File: src/rtl/lc3b_agu_mem_pkg.sv
// Shared definitions for the LC-3b address-generation / data-memory stage:
// controller state encoding, response fault codes and a byte sign-extend helper.
package lc3b_agu_mem_pkg;

  typedef enum logic [1:0] {
    ST_IDLE = 2'd0,
    ST_ADDR = 2'd1,
    ST_MEM  = 2'd2,
    ST_RESP = 2'd3
  } state_e;

  localparam logic [1:0] FAULT_OK      = 2'b00;
  localparam logic [1:0] FAULT_ALIGN   = 2'b01;
  localparam logic [1:0] FAULT_TIMEOUT = 2'b10;

  function automatic logic [15:0] sext8(input logic [7:0] b);
    return {{8{b[7]}}, b};
  endfunction

endpackage

File: src/rtl/lc3b_mem_lane.sv
// Byte-lane steering for the data-memory port: store mask/data replication
// and load byte select with sign extension (little-endian, ea[0] picks lane).
module lc3b_mem_lane
  import lc3b_agu_mem_pkg::*;
(
  input  logic        i_ea0,
  input  logic        i_word,
  input  logic [15:0] i_wdata,
  input  logic [15:0] i_rdata,
  output logic [1:0]  o_wmask,
  output logic [15:0] o_wdata,
  output logic [15:0] o_rdata
);

  always_comb begin
    o_wmask = 2'b11;
    o_wdata = i_wdata;
    o_rdata = i_rdata;
    if (!i_word) begin
      o_wmask = i_ea0 ? 2'b10 : 2'b01;
      o_wdata = {i_wdata[7:0], i_wdata[7:0]};
      o_rdata = sext8(i_ea0 ? i_rdata[15:8] : i_rdata[7:0]);
    end
  end

endmodule

File: src/rtl/lc3b_agu_mem.sv
// LC-3b effective-address and data-memory access stage for LDB/LDW/STB/STW:
// one transaction at a time through IDLE -> ADDR -> MEM -> RESP.
module lc3b_agu_mem
  import lc3b_agu_mem_pkg::*;
#(
  parameter int unsigned MEM_TIMEOUT = 255
) (
  input  logic        clk,
  input  logic        rst_n,
  input  logic        req_valid,
  output logic        req_ready,
  input  logic [15:0] base,
  input  logic [15:0] offset,
  input  logic        shift_en,
  input  logic        word,
  input  logic        we,
  input  logic [15:0] wdata,
  output logic        mem_en,
  output logic        mem_we,
  output logic [15:0] mem_addr,
  output logic [15:0] mem_wdata,
  output logic [1:0]  mem_wmask,
  input  logic [15:0] mem_rdata,
  input  logic        mem_r,
  output logic        resp_valid,
  input  logic        resp_ready,
  output logic [15:0] resp_data,
  output logic [1:0]  resp_fault
);

  localparam int CNT_W = (MEM_TIMEOUT == 0) ? 1 : $clog2(MEM_TIMEOUT + 1);

  state_e             r_state;
  state_e             w_state_nxt;
  logic signed [15:0] r_base;
  logic signed [15:0] r_off;
  logic               r_shift;
  logic               r_word;
  logic               r_we;
  logic        [15:0] r_wdata;
  logic        [15:0] r_ea;
  logic        [15:0] r_data;
  logic        [1:0]  r_fault;

  logic signed [15:0] w_off_sh;
  logic signed [15:0] w_ea;
  logic               w_accept;
  logic               w_misalign;
  logic               w_timeout;
  logic        [1:0]  w_lane_mask;
  logic        [15:0] w_lane_wdata;
  logic        [15:0] w_lane_rdata;

  assign w_accept   = req_valid && (r_state == ST_IDLE);
  assign w_off_sh   = r_shift ? {r_off[14:0], 1'b0} : r_off;
  // Carry out of the 16-bit add is dropped: addresses wrap around 0xFFFF.
  assign w_ea       = r_base + w_off_sh;
  assign w_misalign = r_word && w_ea[0];

  lc3b_mem_lane u_lane (
    .i_ea0   (r_ea[0]),
    .i_word  (r_word),
    .i_wdata (r_wdata),
    .i_rdata (mem_rdata),
    .o_wmask (w_lane_mask),
    .o_wdata (w_lane_wdata),
    .o_rdata (w_lane_rdata)
  );

  generate
    if (MEM_TIMEOUT != 0) begin : g_tmo
      logic [CNT_W-1:0] r_cnt;

      always_ff @(posedge clk) begin
        if (!rst_n || (r_state != ST_MEM)) r_cnt <= '0;
        else                               r_cnt <= r_cnt + CNT_W'(1);
      end

      assign w_timeout = (r_state == ST_MEM) && !mem_r &&
                         (r_cnt == CNT_W'(MEM_TIMEOUT - 1));
    end else begin : g_no_tmo
      assign w_timeout = 1'b0;
    end
  endgenerate

  always_ff @(posedge clk) begin
    if (!rst_n) r_state <= ST_IDLE;
    else        r_state <= w_state_nxt;
  end

  always_comb begin
    w_state_nxt = r_state;
    case (r_state)
      ST_IDLE: if (req_valid) w_state_nxt = ST_ADDR;
      ST_ADDR: w_state_nxt = w_misalign ? ST_RESP : ST_MEM;
      ST_MEM:  if (mem_r || w_timeout) w_state_nxt = ST_RESP;
      ST_RESP: if (resp_ready) w_state_nxt = ST_IDLE;
      default: w_state_nxt = ST_IDLE;
    endcase
  end

  // Datapath registers carry no reset; every output below is gated by state.
  always_ff @(posedge clk) begin
    if (w_accept) begin
      r_base  <= base;
      r_off   <= offset;
      r_shift <= shift_en;
      r_word  <= word;
      r_we    <= we;
      r_wdata <= wdata;
    end
    if (r_state == ST_ADDR) begin
      r_ea    <= w_ea;
      r_data  <= '0;
      r_fault <= w_misalign ? FAULT_ALIGN : FAULT_OK;
    end
    if (r_state == ST_MEM) begin
      if (mem_r) begin
        r_data  <= r_we ? 16'h0000 : w_lane_rdata;
        r_fault <= FAULT_OK;
      end else if (w_timeout) begin
        r_data  <= '0;
        r_fault <= FAULT_TIMEOUT;
      end
    end
  end

  assign req_ready  = (r_state == ST_IDLE);
  assign mem_en     = (r_state == ST_MEM);
  assign mem_we     = mem_en && r_we;
  assign mem_addr   = mem_en ? {r_ea[15:1], 1'b0} : 16'h0000;
  assign mem_wdata  = mem_en ? w_lane_wdata : 16'h0000;
  assign mem_wmask  = mem_en ? w_lane_mask : 2'b00;
  assign resp_valid = (r_state == ST_RESP);
  assign resp_data  = resp_valid ? r_data : 16'h0000;
  assign resp_fault = resp_valid ? r_fault : 2'b00;

endmodule

File: config.mk
export PLATFORM = sky130hd
export DESIGN_NAME = lc3b_agu_mem
export DESIGN_NICKNAME = d
export VERILOG_FILES = /design/src/rtl/lc3b_agu_mem_pkg.sv /design/src/rtl/lc3b_mem_lane.sv /design/src/rtl/lc3b_agu_mem.sv
export SDC_FILE = /design/constraint.sdc
export NUM_CORES = 1
export LEC_CHECK = 0
export CAP_MARGIN = 20
export CORE_ASPECT_RATIO = 0.75
export CORE_MARGIN = 5
export CORE_UTILIZATION = 44
export CTS_CLUSTER_SIZE = 24
export DETAILED_ROUTE_END_ITERATION = 16
export GPL_TIMING_DRIVEN = 0
export PLACE_DENSITY = 0.77
export SYNTH_ARGS = -nofsm -noshare
export SYNTH_HDL_FRONTEND = slang
export SYNTH_SLANG_ARGS = --single-unit
File: constraint.sdc
create_clock -name clk -period 2.6 [get_ports clk]
set_input_delay 0.26 -clock clk [delete_from_list [all_inputs] [get_ports clk]]
set_output_delay 0.26 -clock clk [all_outputs]
set_load 0.05 [all_outputs]
==> impl_metrics.json, run 1 <==
{
  "run_status": "completed",
  "core_um2": 10300,
  "first_pass_iters": 4,
  "cts_buffer_depth": 2,
  "die-area_um2": 12700,
  "drcViolationCount": 0,
  "clock_sinks": 95,
  "comb_power_share": 0.451,
  "initial_core_util": 0.449,
  "syn_to_final_growth_pct": 38.9,
  "yosysTopAreaCell": "edfxtp_1",
  "synthCells": 373,
  "grt_pass1_wl_um": 16700,
  "grt_setup_unrepaired": "yes",
  "synth_commonest_cells": "67 x edfxtp_1, 46 x and2_1, 28 x dfxtp_1, 22 x nor2_1",
  "critPathKind": "reg2reg",
  "finalClockSkew_ns": 0.00574,
  "layout.nets": 610,
  "leakagePower_nw": 2.68,
  "hold_path_class": "reg2reg",
  "cts_tree": "built",
  "clkTransAtPathRegs_ns": 0.06,
  "grt_overflow_total": 0,
  "avgSynthCellArea_um2": 12.4,
  "fp-row-count": 32,
  "clkPwrFrac": 0.195,
  "yosys_warnings": 0,
  "power.share.switching": 0.380,
  "fillers": 821,
  "relSlewSlack": 0.367,
  "pwr-share-seq": 0.354,
  "synth_edf_count": 67,
  "netlist_area_um2": 4620,
  "vias": 3296,
  "crit_fanout": 9,
  "cts-root-buf": "clkbuf_16",
  "grt_usage": 0.165,
  "holdBufCountCts": 0,
  "fp.dieH_um": 98.8,
  "ff_latch_area_um2": 2570,
  "gp_congestion": 0.802,
  "yosysMostFrequentCell": "edfxtp_1",
  "ys.flop_type": "edfxtp_1",
  "finalPower_mw": 6.64,
  "n_antenna_cell": 0,
  "syn_nets": 467,
  "clkLatencyLatePin_ns": 0.34,
  "synth.area.top_cells": "edfxtp_1 44%, dfxtp_1 12%, and2_1 6.2%",
  "ys_types": 50,
  "ys_seq_elements": 95,
  "timing.fmax_mhz": 400,
  "timing.final.crit_period_ns": 2.50,
  "maxCapViolations": 0,
  "intPower_mw": 4.12,
  "final_antenna_net_count": 0,
  "power.density_nw_per_um2": 1040,
  "routed_wl_um": 10400,
  "multi_input_area_um2": 1970,
  "cp-end-kind": "flop",
  "synth_top_area_share": 0.435,
  "die_w_um": 128,
  "hold_viol_final": 0,
  "setup_viol": 0,
  "cts_made_buffers": 9,
  "slew_viol_final": 0,
  "via_per_inst": 5.02,
  "synth_async_sr_flop_share": 0,
  "critPathArrivalTime_ns": 2.58,
  "drt_iter0_markers": 146,
  "htree_levels": 3,
  "dpl.hpwl_um": 7700,
  "peakVddDrop_uv": 475,
  "layout.cells.non_filler": 657,
  "pin_count": 128,
  "p_switching_mw": 2.52,
  "worst_pin_slew_ns": 0.950,
  "io_buffers": 126,
  "seq_area_frac_synth": 0.557,
  "min_period_over_period": 0.963,
  "wl_per_cell_um": 15.8,
  "worstPathRequired_ns": 2.67,
  "drive_gt1_frac": 0.175,
  "numPlacedInstances": 635,
  "grt_max_degree": 52,
  "grt_pass1_vias": 3355,
  "cp-start-kind": "flop",
  "antenna_found_initial": 0
}
==> kinds of logic (layout without fill, tap and decap cells) <==
family                     Yosys count  count (layout)  share of synthesized area
muxes                               33              33                     0.0750
DFF                                 95              95                      0.557
and+or+nand+nor                    103             103                      0.124
xor gates and xnor gates            20              20                     0.0379
buffers and inverters               27             175                     0.0287
other                                1               1                   0.000812
AOI/OAI and AO/OA                   72              72                      0.115
adders and majority gates           22              22                     0.0612
==> placed cells by master (no fill, tap or decap), drive strengths merged, types with 9 or more instances in the layout <==
cell            n
mux2           13
xnor2          10
inv            12
nor2           23
mux2i          20
clkdlybuf4s50  82
edfxtp         67
ha             21
clkbuf         32
buf            15
a21oi          21
dfxtp          28
and2           46
o2bb2ai        16
nand2           9
dlygate4sd2    19
xor2           10
==> metal layers <==
| metal | GRT usage | vias to the layer above | routed length, µm |
|---|---|---|---|
| li1 | - | 1644 | - |
| met1 | 0.212 | 1552 | 4590 |
| met2 | 0.270 | 91 | 5000 |
| met3 | 0.0585 | 9 | 690 |
| met4 | 0.0383 | 0 | 97 |
| met5 | 0 | - | 0 |
==> state kept, by name, indices dropped and copies added, names as in the netlist <==
signal and flops:
r_fault 2, r_off 16, r_ea 16, g_tmo.r_cnt 8, r_state 2, r_data 16, r_shift 1, r_base 16
r_wdata 16, r_we 1, r_word 1
==> final cells by class <==
class,instances,share of cell area
Clock buffer,12,0.0433
Timing Repair Buffer,134,0.197
Clock inverter,4,0.00390
Inverter,12,0.00702
Multi-Input combinational cell,251,0.307
Sequential cell,95,0.401
Buffer,13,0.0144
Tap cell,136,0.0265
==> power groups by stage <==
| stage | registers, mW | logic, mW | clock network, mW |
|---|---|---|---|
| 2_1_floorplan | 2.32 | 2.14 | 0 |
| 3_3_place_gp | 2.37 | 2.88 | 0 |
| 3_5_place_dp | 2.38 | 2.94 | 0 |
| 4_1_cts | 2.36 | 2.91 | 1.33 |
| 5_1_grt | 2.40 | 3.26 | 1.40 |
| 6_report | 2.35 | 3.00 | 1.30 |
==> worst max-delay path, cell delays in order, from the launching register on <==
cell,delay (ns)
edfxtp_1,0.45
buf_6,0.19
buf_4,0.12
mux2_2,0.33
ha_1,0.28
buf_6,0.14
a21oi_1,0.15
o21ai_0,0.13
a21oi_1,0.18
o41ai_2,0.11
xnor2_1,0.16
==> timing repair <==
action                                  CTS  global route
resized for setup                        65            40
buffers inserted                          2             5
endpoints found under the setup margin   54            38
pin swaps                                 1             3
==> path summary, 6_finish.rpt <==
| kind | cells after the start | slack (ns) | start | to |
|---|---|---|---|---|
| worst max-delay path | 10 | 0.1 | r_shift | r_ea[15] |
| worst min register to register | 1 | 0.45 | r_data[15] | r_data[15] |
| worst min-delay path | 1 | 0.45 | r_data[15] | r_data[15] |
| worst max register to register | 10 | 0.1 | r_shift | r_ea[15] |
==> metrics by stage <==
step	hold WS, ns	util	instance area [µm²]	setup TNS, ns	setup WS, ns
finish	0.455	0.624	6420	0	0.0974
global route	0.456	0.624	6420	-0.104	-0.0555
CTS	0.458	0.618	6360	0	0.00117
detailed placement	0.439	0.589	6060	-4.32	-0.357
global placement	0.438	0.589	6060	-2.95	-0.289
floorplan	0.355	-	4620	0	0.0346
Note: power is estimated with default switching activity, not from simulation.
==> run 2, diff against run 1 <==
- CORE_UTILIZATION: 44 -> 57
- DONT_BUFFER_PORTS: unset -> 1
- PLACE_DENSITY: 0.77 -> 0.75
==> impl_metrics.json, run 2 (same netlist as run 1, synthesis figures left out) <==
{
  "critPathArrivalTime_ns": 2.62,
  "clkLatencyLatePin_ns": 0.37,
  "gp_congestion": 0.874,
  "grt_usage": 0.209,
  "hold_viol_final": 0,
  "hold_path_class": "in2reg",
  "dpl.hpwl_um": 7040,
  "routed_wl_um": 10600,
  "worst_pin_slew_ns": 0.912,
  "timing.fmax_mhz": 399,
  "drive_gt1_frac": 0.237,
  "antenna_found_initial": 0,
  "wl_per_cell_um": 19.0,
  "grt_pass1_wl_um": 16000,
  "vias": 3151,
  "io_buffers": 0,
  "syn_to_final_growth_pct": 23.4,
  "via_per_inst": 5.66,
  "cts_tree": "built",
  "cts_buffer_depth": 2,
  "finalClockSkew_ns": 0.0115,
  "run_status": "completed",
  "fp.dieH_um": 88.0,
  "fin_ws_ns": 0.0938,
  "place_ws_ns": -0.400,
  "power.density_nw_per_um2": 1080,
  "first_pass_iters": 4,
  "cts-root-buf": "clkbuf_8",
  "grt_setup_unrepaired": "yes",
  "critPathKind": "reg2reg",
  "grt_max_degree": 52,
  "clock_sinks": 95,
  "slowest_delay_ns": 0.39,
  "worstPathRequired_ns": 2.71,
  "layout_common_cells": "67 x edfxtp_1, 52 x dlygate4sd3_1, 30 x and2_2",
  "maxCapViolations": 0,
  "n_antenna_cell": 0,
  "peakVddDrop_uv": 649,
  "grt_pass1_vias": 3145,
  "cts_made_buffers": 9,
  "final_antenna_net_count": 0,
  "slowest_stage": "edfxtp_1",
  "mostFrequentLayoutCell": "edfxtp_1",
  "fp-row-count": 28,
  "htree_levels": 3,
  "crit_fanout": 6,
  "clkTransAtPathRegs_ns": 0.09,
  "core_um2": 7880,
  "cp-start-kind": "flop",
  "setup_viol": 0,
  "pin_count": 128,
  "timing.final.crit_period_ns": 2.51,
  "slew_viol_final": 0,
  "holdWs_ns": 0.0380,
  "drcViolationCount": 0,
  "die_w_um": 114,
  "drt_iter0_markers": 169,
  "grt_overflow_total": 0,
  "relSlewSlack": 0.392,
  "cp-end-kind": "flop",
  "layout.nets": 541,
  "die-area_um2": 10000,
  "path_cells": "buf_4 > mux2_2 > ha_1 > o211ai_2 > o21ai_4 > nand4_1 > a22oi_1 > xor2_1",
  "leakagePower_nw": 2.17,
  "setup_tns_ns": 0,
  "min_period_over_period": 0.964,
  "initial_core_util": 0.586
}
-- run 2: changes by cell type in the layout (fill, tap and decap cells not counted), moves of 7 or more --
cell | previous run | this run
and2_1 | 45 | 16
and2_2 | 1 | 30
clkbuf_16 | 10 | 0
clkbuf_2 | 17 | 3
clkbuf_8 | 2 | 9
clkdlybuf4s50_1 | 82 | 0
dlygate4sd2_1 | 19 | 0
dlygate4sd3_1 | 0 | 52
nor2_1 | 21 | 13
nor2_4 | 1 | 9
-- run 2: path summary, 6_finish.rpt --
| path | from | to | slack, ns | cells past startpoint |
|---|---|---|---|---|
| setup / recovery | r_shift | r_ea[13] | 0.09 | 8 |
| hold / removal | rst_n | r_state[1] | 0.04 | 2 |
| setup reg to reg | r_shift | r_ea[13] | 0.09 | 8 |
| hold reg to reg | r_data[5] | r_data[5] | 0.47 | 1 |
-- run 2: power by group --
group          switching [mW]  internal, mW  leakage [nW]  total, mW
logic                    1.88          1.05          1.24       2.93
clock network           0.522         0.345        0.0711      0.866
registers               0.164          2.19         0.860       2.35
-- run 2: final cells by class --
type,count,area [µm²]
Clock buffer,9,124
Multi-Input combinational cell,251,2060
Timing Repair Buffer,64,623
Buffer,14,92.6
Tap cell,105,131
Sequential cell,95,2570
Fill cell,517,2180
Clock inverter,7,50.0
Inverter,12,48.8
-- run 2: through the flow --
| step | area, µm² | std cells | util | total power [mW] |
|---|---|---|---|---|
| after global routing | 5700 | 557 | 0.723 | 6.51 |
| after detailed placement | 4760 | 478 | 0.603 | 4.94 |
| after CTS | 5490 | 546 | 0.696 | 5.91 |
| after global placement | 4760 | 478 | 0.603 | 4.85 |
| final | 5700 | 557 | 0.723 | 6.15 |
| after floorplan | 4620 | 373 | - | 4.46 |
-- run 2: worst max-delay path, delay by kind of cell (launching register included) --
family                   cells  cell delay, ns
adder cells (fa/ha/maj)      1            0.39
XOR/XNOR                     1            0.11
AND/OR/NAND/NOR              1            0.19
AO/OA/AOI/OAI                3            0.64
flip-flops                   1            0.39
multiplexers                 1            0.34
buffers and inverters        1            0.19
-- run 2: repair_timing --
item,CTS,global route
resized for setup,23,37
hold buffers,52,0
pin swaps,0,4
setup buffers,1,10
setup endpoints to repair,54,35
hold endpoints to repair,52,0
-- run 2: routing by layer --
layer  up-vias  global-route usage  share of wire
met4         0              0.0809          0.025
met3        24              0.0787          0.084
met2       137               0.326           0.47
met5         -                   0              0
met1      1490               0.268           0.42
li1       1500                   -              -
